--- src/rtl/blinky_array_pkg.sv ---
// Shared types and helpers for the blinky_array LED driver.
package blinky_array_pkg;

    // Per-channel operating mode, encoded exactly as driven on i_mode.
    typedef enum logic [1:0] {
        MODE_OFF   = 2'd0,
        MODE_ON    = 2'd1,
        MODE_BLINK = 2'd2,
        MODE_BURST = 2'd3
    } mode_e;

    // Width of one channel's rate-select field; never narrower than one bit.
    function automatic int calc_rate_w(input int num_rates);
        return (num_rates <= 1) ? 1 : $clog2(num_rates);
    endfunction

endpackage

--- src/rtl/blinky_channel.sv ---
// One LED channel: rate selection, burst sequencing and the registered LED drive.
module blinky_channel
    import blinky_array_pkg::*;
#(
    parameter int   NUM_RATES = 4,
    parameter int   RATE_W    = 2,
    parameter int   BURST_LEN = 3,
    parameter int   BURST_GAP = 2,
    parameter logic POLARITY  = 1'b0
) (
    input  logic                 clock,
    input  logic                 reset,
    input  logic                 sync,
    input  logic [NUM_RATES-1:0] phase,
    input  logic                 enable,
    input  logic [1:0]           mode,
    input  logic [RATE_W-1:0]    rate,
    output logic                 led
);

    localparam int                CNT_W    = $clog2(BURST_LEN + BURST_GAP);
    localparam logic [CNT_W-1:0]  CNT_MAX  = CNT_W'(BURST_LEN + BURST_GAP - 1);
    localparam logic [CNT_W-1:0]  CNT_LEN  = CNT_W'(BURST_LEN);
    localparam logic [RATE_W-1:0] RATE_TOP = RATE_W'(NUM_RATES - 1);

    mode_e             mode_in;
    mode_e             mode_q;
    logic [RATE_W-1:0] rate_q;
    logic [RATE_W-1:0] rate_sel;
    logic              sel_bit;
    logic              sel_bit_q;
    logic              rise;
    logic              changed;
    logic [CNT_W-1:0]  burst_cnt;
    logic [CNT_W-1:0]  cnt_next;
    logic              raw;

    // Select the phase bit, detect its rising edge and work out the next burst count and raw LED value.
    always_comb begin
        // NOTE: every signal gets a default first so no path leaves it unassigned and infers a latch.
        mode_in  = mode_e'(mode);
        rate_sel = (int'(rate) >= NUM_RATES) ? RATE_TOP : rate;
        sel_bit  = phase[rate_sel];
        rise     = sel_bit & ~sel_bit_q;
        changed  = (mode_in != mode_q) || (rate != rate_q);
        cnt_next = burst_cnt;
        raw      = 1'b0;

        // A restart parks the counter at its last value so the next edge wraps it to 0 and opens a burst.
        if (sync || changed) begin
            cnt_next = CNT_MAX;
        end else if (rise) begin
            cnt_next = (burst_cnt == CNT_MAX) ? '0 : burst_cnt + 1'b1;
        end

        case (mode_in)
            MODE_ON:    raw = 1'b1;
            MODE_BLINK: raw = sel_bit;
            MODE_BURST: raw = sel_bit & (cnt_next < CNT_LEN);
            default:    raw = 1'b0;
        endcase
    end

    // Channel state: configuration copies, edge history, burst count and the gated, polarity-adjusted LED.
    always_ff @(posedge clock or posedge reset) begin
        if (reset) begin
            mode_q    <= MODE_OFF;
            rate_q    <= '0;
            sel_bit_q <= 1'b0;
            burst_cnt <= CNT_MAX;
            led       <= POLARITY;
        end else begin
            mode_q    <= mode_in;
            rate_q    <= rate;
            sel_bit_q <= sel_bit;
            burst_cnt <= cnt_next;
            led       <= (raw & enable) ^ POLARITY;
        end
    end

endmodule

--- src/rtl/blinky_array.sv ---
// Multi-channel LED blinker: shared prescaler and phase counter feeding NUM_CH independent channels.
module blinky_array
    import blinky_array_pkg::*;
#(
    parameter int                NUM_CH    = 4,
    parameter int                NUM_RATES = 4,
    parameter int                BASE_HALF = 1250,
    parameter int                BURST_LEN = 3,
    parameter int                BURST_GAP = 2,
    parameter logic [NUM_CH-1:0] POLARITY  = '0,
    localparam int               RATE_W    = calc_rate_w(NUM_RATES)
) (
    input  logic                     i_clock,
    input  logic                     i_reset,
    input  logic                     i_sync,
    input  logic [NUM_CH-1:0]        i_enable,
    input  logic [2*NUM_CH-1:0]      i_mode,
    input  logic [RATE_W*NUM_CH-1:0] i_rate,
    output logic [NUM_CH-1:0]        o_led
);

    localparam int               PRE_W    = $clog2(BASE_HALF);
    localparam logic [PRE_W-1:0] PRE_LAST = PRE_W'(BASE_HALF - 1);

    logic [PRE_W-1:0]     prescale;
    logic                 tick;
    logic [NUM_RATES-1:0] phase;

    assign tick = (prescale == PRE_LAST);

    // Shared timebase: prescaler produces one tick per half-period of rate 0; sync restarts both counters.
    always_ff @(posedge i_clock or posedge i_reset) begin
        // NOTE: state registers use non-blocking assignment so every flop samples pre-edge values.
        if (i_reset) begin
            prescale <= '0;
            phase    <= '0;
        end else if (i_sync) begin
            prescale <= '0;
            phase    <= '0;
        end else begin
            prescale <= tick ? '0 : prescale + 1'b1;
            if (tick) begin
                phase <= phase + 1'b1;
            end
        end
    end

    for (genvar ch = 0; ch < NUM_CH; ch++) begin : g_ch
        blinky_channel #(
            .NUM_RATES (NUM_RATES),
            .RATE_W    (RATE_W),
            .BURST_LEN (BURST_LEN),
            .BURST_GAP (BURST_GAP),
            .POLARITY  (POLARITY[ch])
        ) u_channel (
            .clock  (i_clock),
            .reset  (i_reset),
            .sync   (i_sync),
            .phase  (phase),
            .enable (i_enable[ch]),
            .mode   (i_mode[2*ch +: 2]),
            .rate   (i_rate[RATE_W*ch +: RATE_W]),
            .led    (o_led[ch])
        );
    end

endmodule

--- config.mk ---
export PLATFORM = sky130hd
export DESIGN_NAME = blinky_array
export DESIGN_NICKNAME = d
export VERILOG_FILES = /design/src/rtl/blinky_array_pkg.sv /design/src/rtl/blinky_channel.sv /design/src/rtl/blinky_array.sv
export SDC_FILE = /design/constraint.sdc
export NUM_CORES = 1
export LEC_CHECK = 0
export ABC_AREA = 0
export BUFFER_PORTS_ARGS = -buffer_cell sky130_fd_sc_hd__buf_2
export CAP_MARGIN = 20
export CORE_AREA = 2 2 77 79
export DETAILED_ROUTE_END_ITERATION = 12
export DIE_AREA = 0 0 79 81
export PLACE_DENSITY = 0.67
export SYNTH_ARGS = -nofsm -noshare
export SYNTH_HDL_FRONTEND = slang
export SYNTH_SLANG_ARGS = --single-unit
--- constraint.sdc ---
create_clock -name i_clock -period 4.5 [get_ports i_clock]
set_clock_uncertainty 0.05 [all_clocks]
set_input_delay 0.9 -clock i_clock [delete_from_list [all_inputs] [get_ports i_clock]]
set_output_delay 0.9 -clock i_clock [all_outputs]
set_load 0.05 [all_outputs]
---- After elaboration in Yosys (flattened, before gate mapping) ----
Index checks and enable logic that the tools add are counted.
storage, ports and cells
  register bits ........................... 51
  bits of input ports ..................... 23
operators by class
  $add $sub $neg .......................... 6
  order comparisons ....................... 8
  equality and inequality tests ........... 25
  mux-type cells .......................... 28
  bitwise logic cells ..................... 16
  reductions and logical operators ........ 9
operators by type and width
  kind                   count
  $mux 3                 12
  $mux 11                2
  $eq 2x2->1 const B     8
  $ne 2x2->1             8
  $add 3x1->3 const B    4
  $and 1x1->1            12
  $eq 3x3->1 const B     4
  $lt 2x3->1 const B     4
  $lt 3x2->1 const B     4
  $pmux 1 s3             4
  $add 11x1->11 const B  1
  $eq 11x11->1 const B   1
  $bmux 1 s2             4
  $eq 2x1->1 const B     4
  $logic_or 1x1->1       8
  $mux 4                 2
  $add 4x1->4 const B    1
  $mux 1                 4
  $not 1->1              4
  $reduce_bool 2->1      1

---- Longest topological paths before layout ----
  depth in word-level cells ............... 9
  mapped depth ............................ 8
  gate-level depth less buffers ........... 7

---- Cells and area by module ----
Synthesis repeated with hierarchy kept, for this count alone.
unflattened totals
  cells, all modules ...................... 258
  area total of the unflattened synthesis .. 2810.2 sq um
by module, submodules not included
  module          instances  cells an instance  area an instance (sq um)  seq. area each (sq um)
  blinky_channel  4          45                 501.7                     226.5
  blinky_array    1          78                 803.3                     375.4

---- Worst setup path before layout ----
No wires, ideal clock.
  path type ............................... in2reg
  from .................................... in i_rate[7]
  to ...................................... reg g_ch[3].u_channel.led
  data arrival time ....................... 2086 ps
  path slack .............................. 2229 ps
  cell stages on the path ................. 5
  cells stage by stage .................... mux2_2 -> a22oi_4 -> mux2_2 -> o311ai_0 -> a31oi_1
between the ends
  cells in the longest elaborated chain, start to end .. 9
  elaborated cells on any way between the ends .. 12
ends and longest elaborated chain
  element                       line                  text
  start, declared               blinky_array.sv:18    input logic [RATE_W*NUM_CH-1:0] i_rate,
  $bmux 1 s2                    blinky_channel.sv:43  sel_bit = phase[rate_sel];
  $mux 1 (not written as such)  blinky_channel.sv:43
  $and 1x1->1                   blinky_channel.sv:44  rise = sel_bit & ~sel_bit_q;
  $mux 3                        blinky_channel.sv:52  end else if (rise) begin
  $mux 3                        blinky_channel.sv:50  if (sync || changed) begin
  $lt 3x2->1                    blinky_channel.sv:59  MODE_BURST: raw = sel_bit & (cnt_next < CNT_LEN);
  $and 1x1->1                   blinky_channel.sv:59
  $pmux 1 s3 *                  blinky_channel.sv:56  case (mode_in)
  $and 1x1->1 *                 blinky_channel.sv:77  led <= (raw & enable) ^ POLARITY;
  end signal, assigned          blinky_channel.sv:77
  end, declared                 blinky_channel.sv:18  output logic led
Mark *: on every way between the ends. The rest lies on a longest branch, timed or not. The select of a mux whose other input is x is not followed.
A chain may end at the register's enable or synchronous reset.

---- Worst setup path after layout ----
Same ends and word-level chain as after synthesis.

==> run metrics <==
global-route wire length before repair 7.73 mm; net switching fraction of the power 22.7%; share of async-settable or async-resettable flops after synthesis 100%; final slew viol count 0; CTS Hold Buffers Added 0; cts repair resizes 0; flip-flop cell with the highest count after synthesis sky130_fd_sc_hd__dfrtp_1; placed instance count 334; max-capacitance violation count 0; Filler cells 529; part of the total power dissipated in combinational logic 8.1%; Residual DRC 0; result of the run finished clean; Total GRT Usage 15.4%; share of total power in sequential cells 55.6%; Overflow after GRT 0; leakage power figure 1.40 nW; Total Neg Setup Slack 0 ns; power per cell area 286 mW/mm2; Critical Path RT 4.63 ns; Hold Violations, Final 0; per-instance average area after synthesis 11.2 um2; total via count after detailed routing 1,749; Post-Layout Cell Count 342; CTS tree built; worst-margin pin slew 0.291 ns; proportion of layout cells with a drive suffix above 1 24.0%; core footprint 0.00568 mm2; fraction of the yosys area taken by sequential cells 47.8%; shortest period the worst path allows 2.20 ns; launch point of the worst reg-to-reg path phase[1]$_DFFE_PP0P_; most frequent cell on the critical path sky130_fd_sc_hd__mux2_2; CP max stage delay 0.38 ns; antenna violations before repair 0; post-DP HPWL 3.17 mm; Layout Nets 301; Warnings, synthesis 0; average via count per standard cell 5.11; Post-synth EDFFs 0; start point of the critical path i_rate[7]; Root Driver sky130_fd_sc_hd__clkbuf_8; Crit Path Class primary input to flip-flop; TritonCTS Buffers 5; clock network power share 36.3%; final weighted congestion of routability-driven global placement 0.822; Critical Path End Type flip-flop; post-synth top area cell sky130_fd_sc_hd__dfrtp_1; Total Routed Length 4.37 mm; DRT Pass-1 Iters 4; clock transition at the registers of the reported paths 0.09 ns; floorplan row count 28; io pins 27; initial standard-cell utilization of the core 47.2%; Synth Instances 240; antenna viol nets, final 0; maximum net fanout on the critical path 6; cell at the slowest stage of the critical path sky130_fd_sc_hd__mux2_2; number of antenna diodes 0; internal portion of total power 0.000660 W; count of endpoints failing setup in the final report 0; via count of the first global-routing pass 1,792; post-CTS setup repair buffer count 0; top area cells in the synthesized netlist sky130_fd_sc_hd__dfrtp_1, sky130_fd_sc_hd__mux2_2, sky130_fd_sc_hd__xnor2_1; Tightest Hold Check Type primary input to asynchronous set/reset pin; number of clock sinks 51; number of buffers added on ports 26; post-route fraction of the period consumed by the critical path 48.8%; Skew-Pair Late Insertion Delay 0.30 ns; distinct cell type count of the synthesized netlist 36; y dimension of the die 81 um; number of storage elements in the synthesis netlist 51; H-tree levels 2; Peak Freq 455 MHz; synth-to-layout area growth 11.3%; max-slew headroom at the worst pin 80.4%; Critical Path AT 2.32 ns; net switching component of the power 0.000194 W; Peak supply drop 163 uV; fraction of post-synthesis cell area in the top cell type by area 43.9%; Die X-Extent 79 um; syn_nets 274; Die ar. 0.00640 mm2; kind of start point of the critical path primary input; DR iter-0 viols 79; crit path cell chain buf_2 > mux2_2 > a22oi_4 > mux2_2 > o311ai_0 > a31oi_1; maximum number of pins on one net before global-route repair 52; Cell Area, Synth 0.00268 mm2; post-detailed-route wirelength per cell 12.8 um; Clock Tree Buf Depth 2; setup repair after global routing missed its margin no
## cell type report
type | count | area [um2] | share of cell area (%)
tap | 75 | 93.8 | 3.14
inverter | 13 | 48.8 | 1.64
clock inverter | 1 | 30.0 | 1.01
clock buffer | 6 | 72.6 | 2.43
multi-input combinational | 169 | 1310 | 43.8
timing repair buffer | 27 | 150 | 5.03
sequential | 51 | 1280 | 42.9
## Yosys cell counts (2+ instances only)
cell type	instances
sky130_fd_sc_hd__and3_1	5
sky130_fd_sc_hd__nor2_1	28
sky130_fd_sc_hd__ha_1	11
sky130_fd_sc_hd__a21oi_1	6
sky130_fd_sc_hd__nand4_1	4
sky130_fd_sc_hd__buf_4	4
sky130_fd_sc_hd__nor2b_1	5
sky130_fd_sc_hd__xor2_1	9
sky130_fd_sc_hd__o311ai_1	2
sky130_fd_sc_hd__xnor2_1	16
sky130_fd_sc_hd__dfstp_2	4
sky130_fd_sc_hd__a22oi_4	4
sky130_fd_sc_hd__mux2_4	7
sky130_fd_sc_hd__nand3_1	7
sky130_fd_sc_hd__a31oi_1	4
sky130_fd_sc_hd__inv_1	13
sky130_fd_sc_hd__buf_2	2
sky130_fd_sc_hd__dfrtp_1	47
sky130_fd_sc_hd__a211o_1	4
sky130_fd_sc_hd__o21bai_1	4
sky130_fd_sc_hd__nand2_1	19
sky130_fd_sc_hd__mux2_2	13
sky130_fd_sc_hd__nor3b_1	4
sky130_fd_sc_hd__mux2i_1	6
## cell families (layout without fill, tap and decap cells)
logic type | after synthesis | count (layout) | share of synthesized area (%)
adder cells (fa/ha/maj) | 11 | 11 | 5.13
AO/OA/AOI/OAI | 28 | 28 | 9.52
XOR/XNOR | 25 | 25 | 8.17
flip-flops | 51 | 51 | 47.8
multiplexers | 26 | 26 | 11.6
buffers and inverters | 20 | 47 | 3.45
AND/OR/NAND/NOR | 79 | 79 | 14.3
## sequential cells by signal, indices dropped and copies added (netlist names)
register	cells
g_ch.u_channel.burst_cnt	12
prescale	11
g_ch.u_channel.mode_q	8
g_ch.u_channel.rate_q	8
g_ch.u_channel.led	4
g_ch.u_channel.sel_bit_q	4
phase	4
## power by group through the flow
| stage | combinational, W | clock (W) | sequential (W) |
|---|---|---|---|
| after floorplan | 0.0000438 | 0 | 0.000483 |
| after global placement | 0.0000677 | 0 | 0.000484 |
| after detailed placement | 0.0000686 | 0 | 0.000484 |
| after CTS | 0.0000689 | 0.000317 | 0.000475 |
| after global routing | 0.0000777 | 0.000336 | 0.000476 |
| final | 0.0000692 | 0.000310 | 0.000475 |
## layout by cell type (no fill, tap or decap), types with 5 or more instances in the layout
cell type                   n
sky130_fd_sc_hd__dfrtp_1   47
sky130_fd_sc_hd__nor2_1    28
sky130_fd_sc_hd__buf_2     26
sky130_fd_sc_hd__nand2_1   19
sky130_fd_sc_hd__xnor2_1   16
sky130_fd_sc_hd__mux2_2    13
sky130_fd_sc_hd__inv_1     12
sky130_fd_sc_hd__ha_1      11
sky130_fd_sc_hd__xor2_1     9
sky130_fd_sc_hd__mux2_4     7
sky130_fd_sc_hd__nand3_1    7
sky130_fd_sc_hd__a21oi_1    6
sky130_fd_sc_hd__mux2i_1    6
sky130_fd_sc_hd__nor2b_1    5
sky130_fd_sc_hd__and3_1     5
sky130_fd_sc_hd__clkbuf_8   5
## layer usage
metal	vias to the layer above	part of all wire (%)	global-route usage [%]
li1	877	-	-
met1	841	49	19.3
met2	29	46	25.3
met3	2	3.9	3.67
met4	0	0.78	6.90
met5	-	0	0
## worst paths after layout
check / end / slack (ns) / cells after the start
worst max-delay path: g_ch[3].u_channel.led$_DFF_PP0_ / 2.30 / 6
worst min-delay path: g_ch[2].u_channel.burst_cnt[1]$_DFF_PP0_ / 0.46 / 2
worst max register to register: g_ch[3].u_channel.led$_DFF_PP0_ / 2.59 / 5
worst min register to register: prescale[0]$_DFF_PP0_ / 0.48 / 1
max in group asynchronous: g_ch[3].u_channel.burst_cnt[2]$_DFF_PP1_ / 3.38 / 3
min in group i_clock: prescale[0]$_DFF_PP0_ / 0.48 / 1
## worst max-delay path: cells and delay by family
family	cells	cell delay (ns)
multiplexers	2	0.74
buffers and inverters	1	0.14
AO/OA/AOI/OAI	3	0.55
## metrics by stage
| stage | utilization (%) | hold slack (ns) | cell area, um2 | total power, W | setup WS [ns] |
|---|---|---|---|---|---|
| after detailed placement | 50.4 | 0.467 | 2860 | 0.000552 | 1.98 |
| after global placement | 50.4 | 0.461 | 2860 | 0.000551 | 2.03 |
| final | 52.6 | 0.463 | 2980 | 0.000854 | 2.30 |
| after CTS | 52.2 | 0.479 | 2960 | 0.000860 | 2.30 |
| after global routing | 52.6 | 0.472 | 2980 | 0.000890 | 2.22 |
| after floorplan | - | 0.430 | 2680 | 0.000527 | 2.23 |
(Power assumes the default switching activity.)
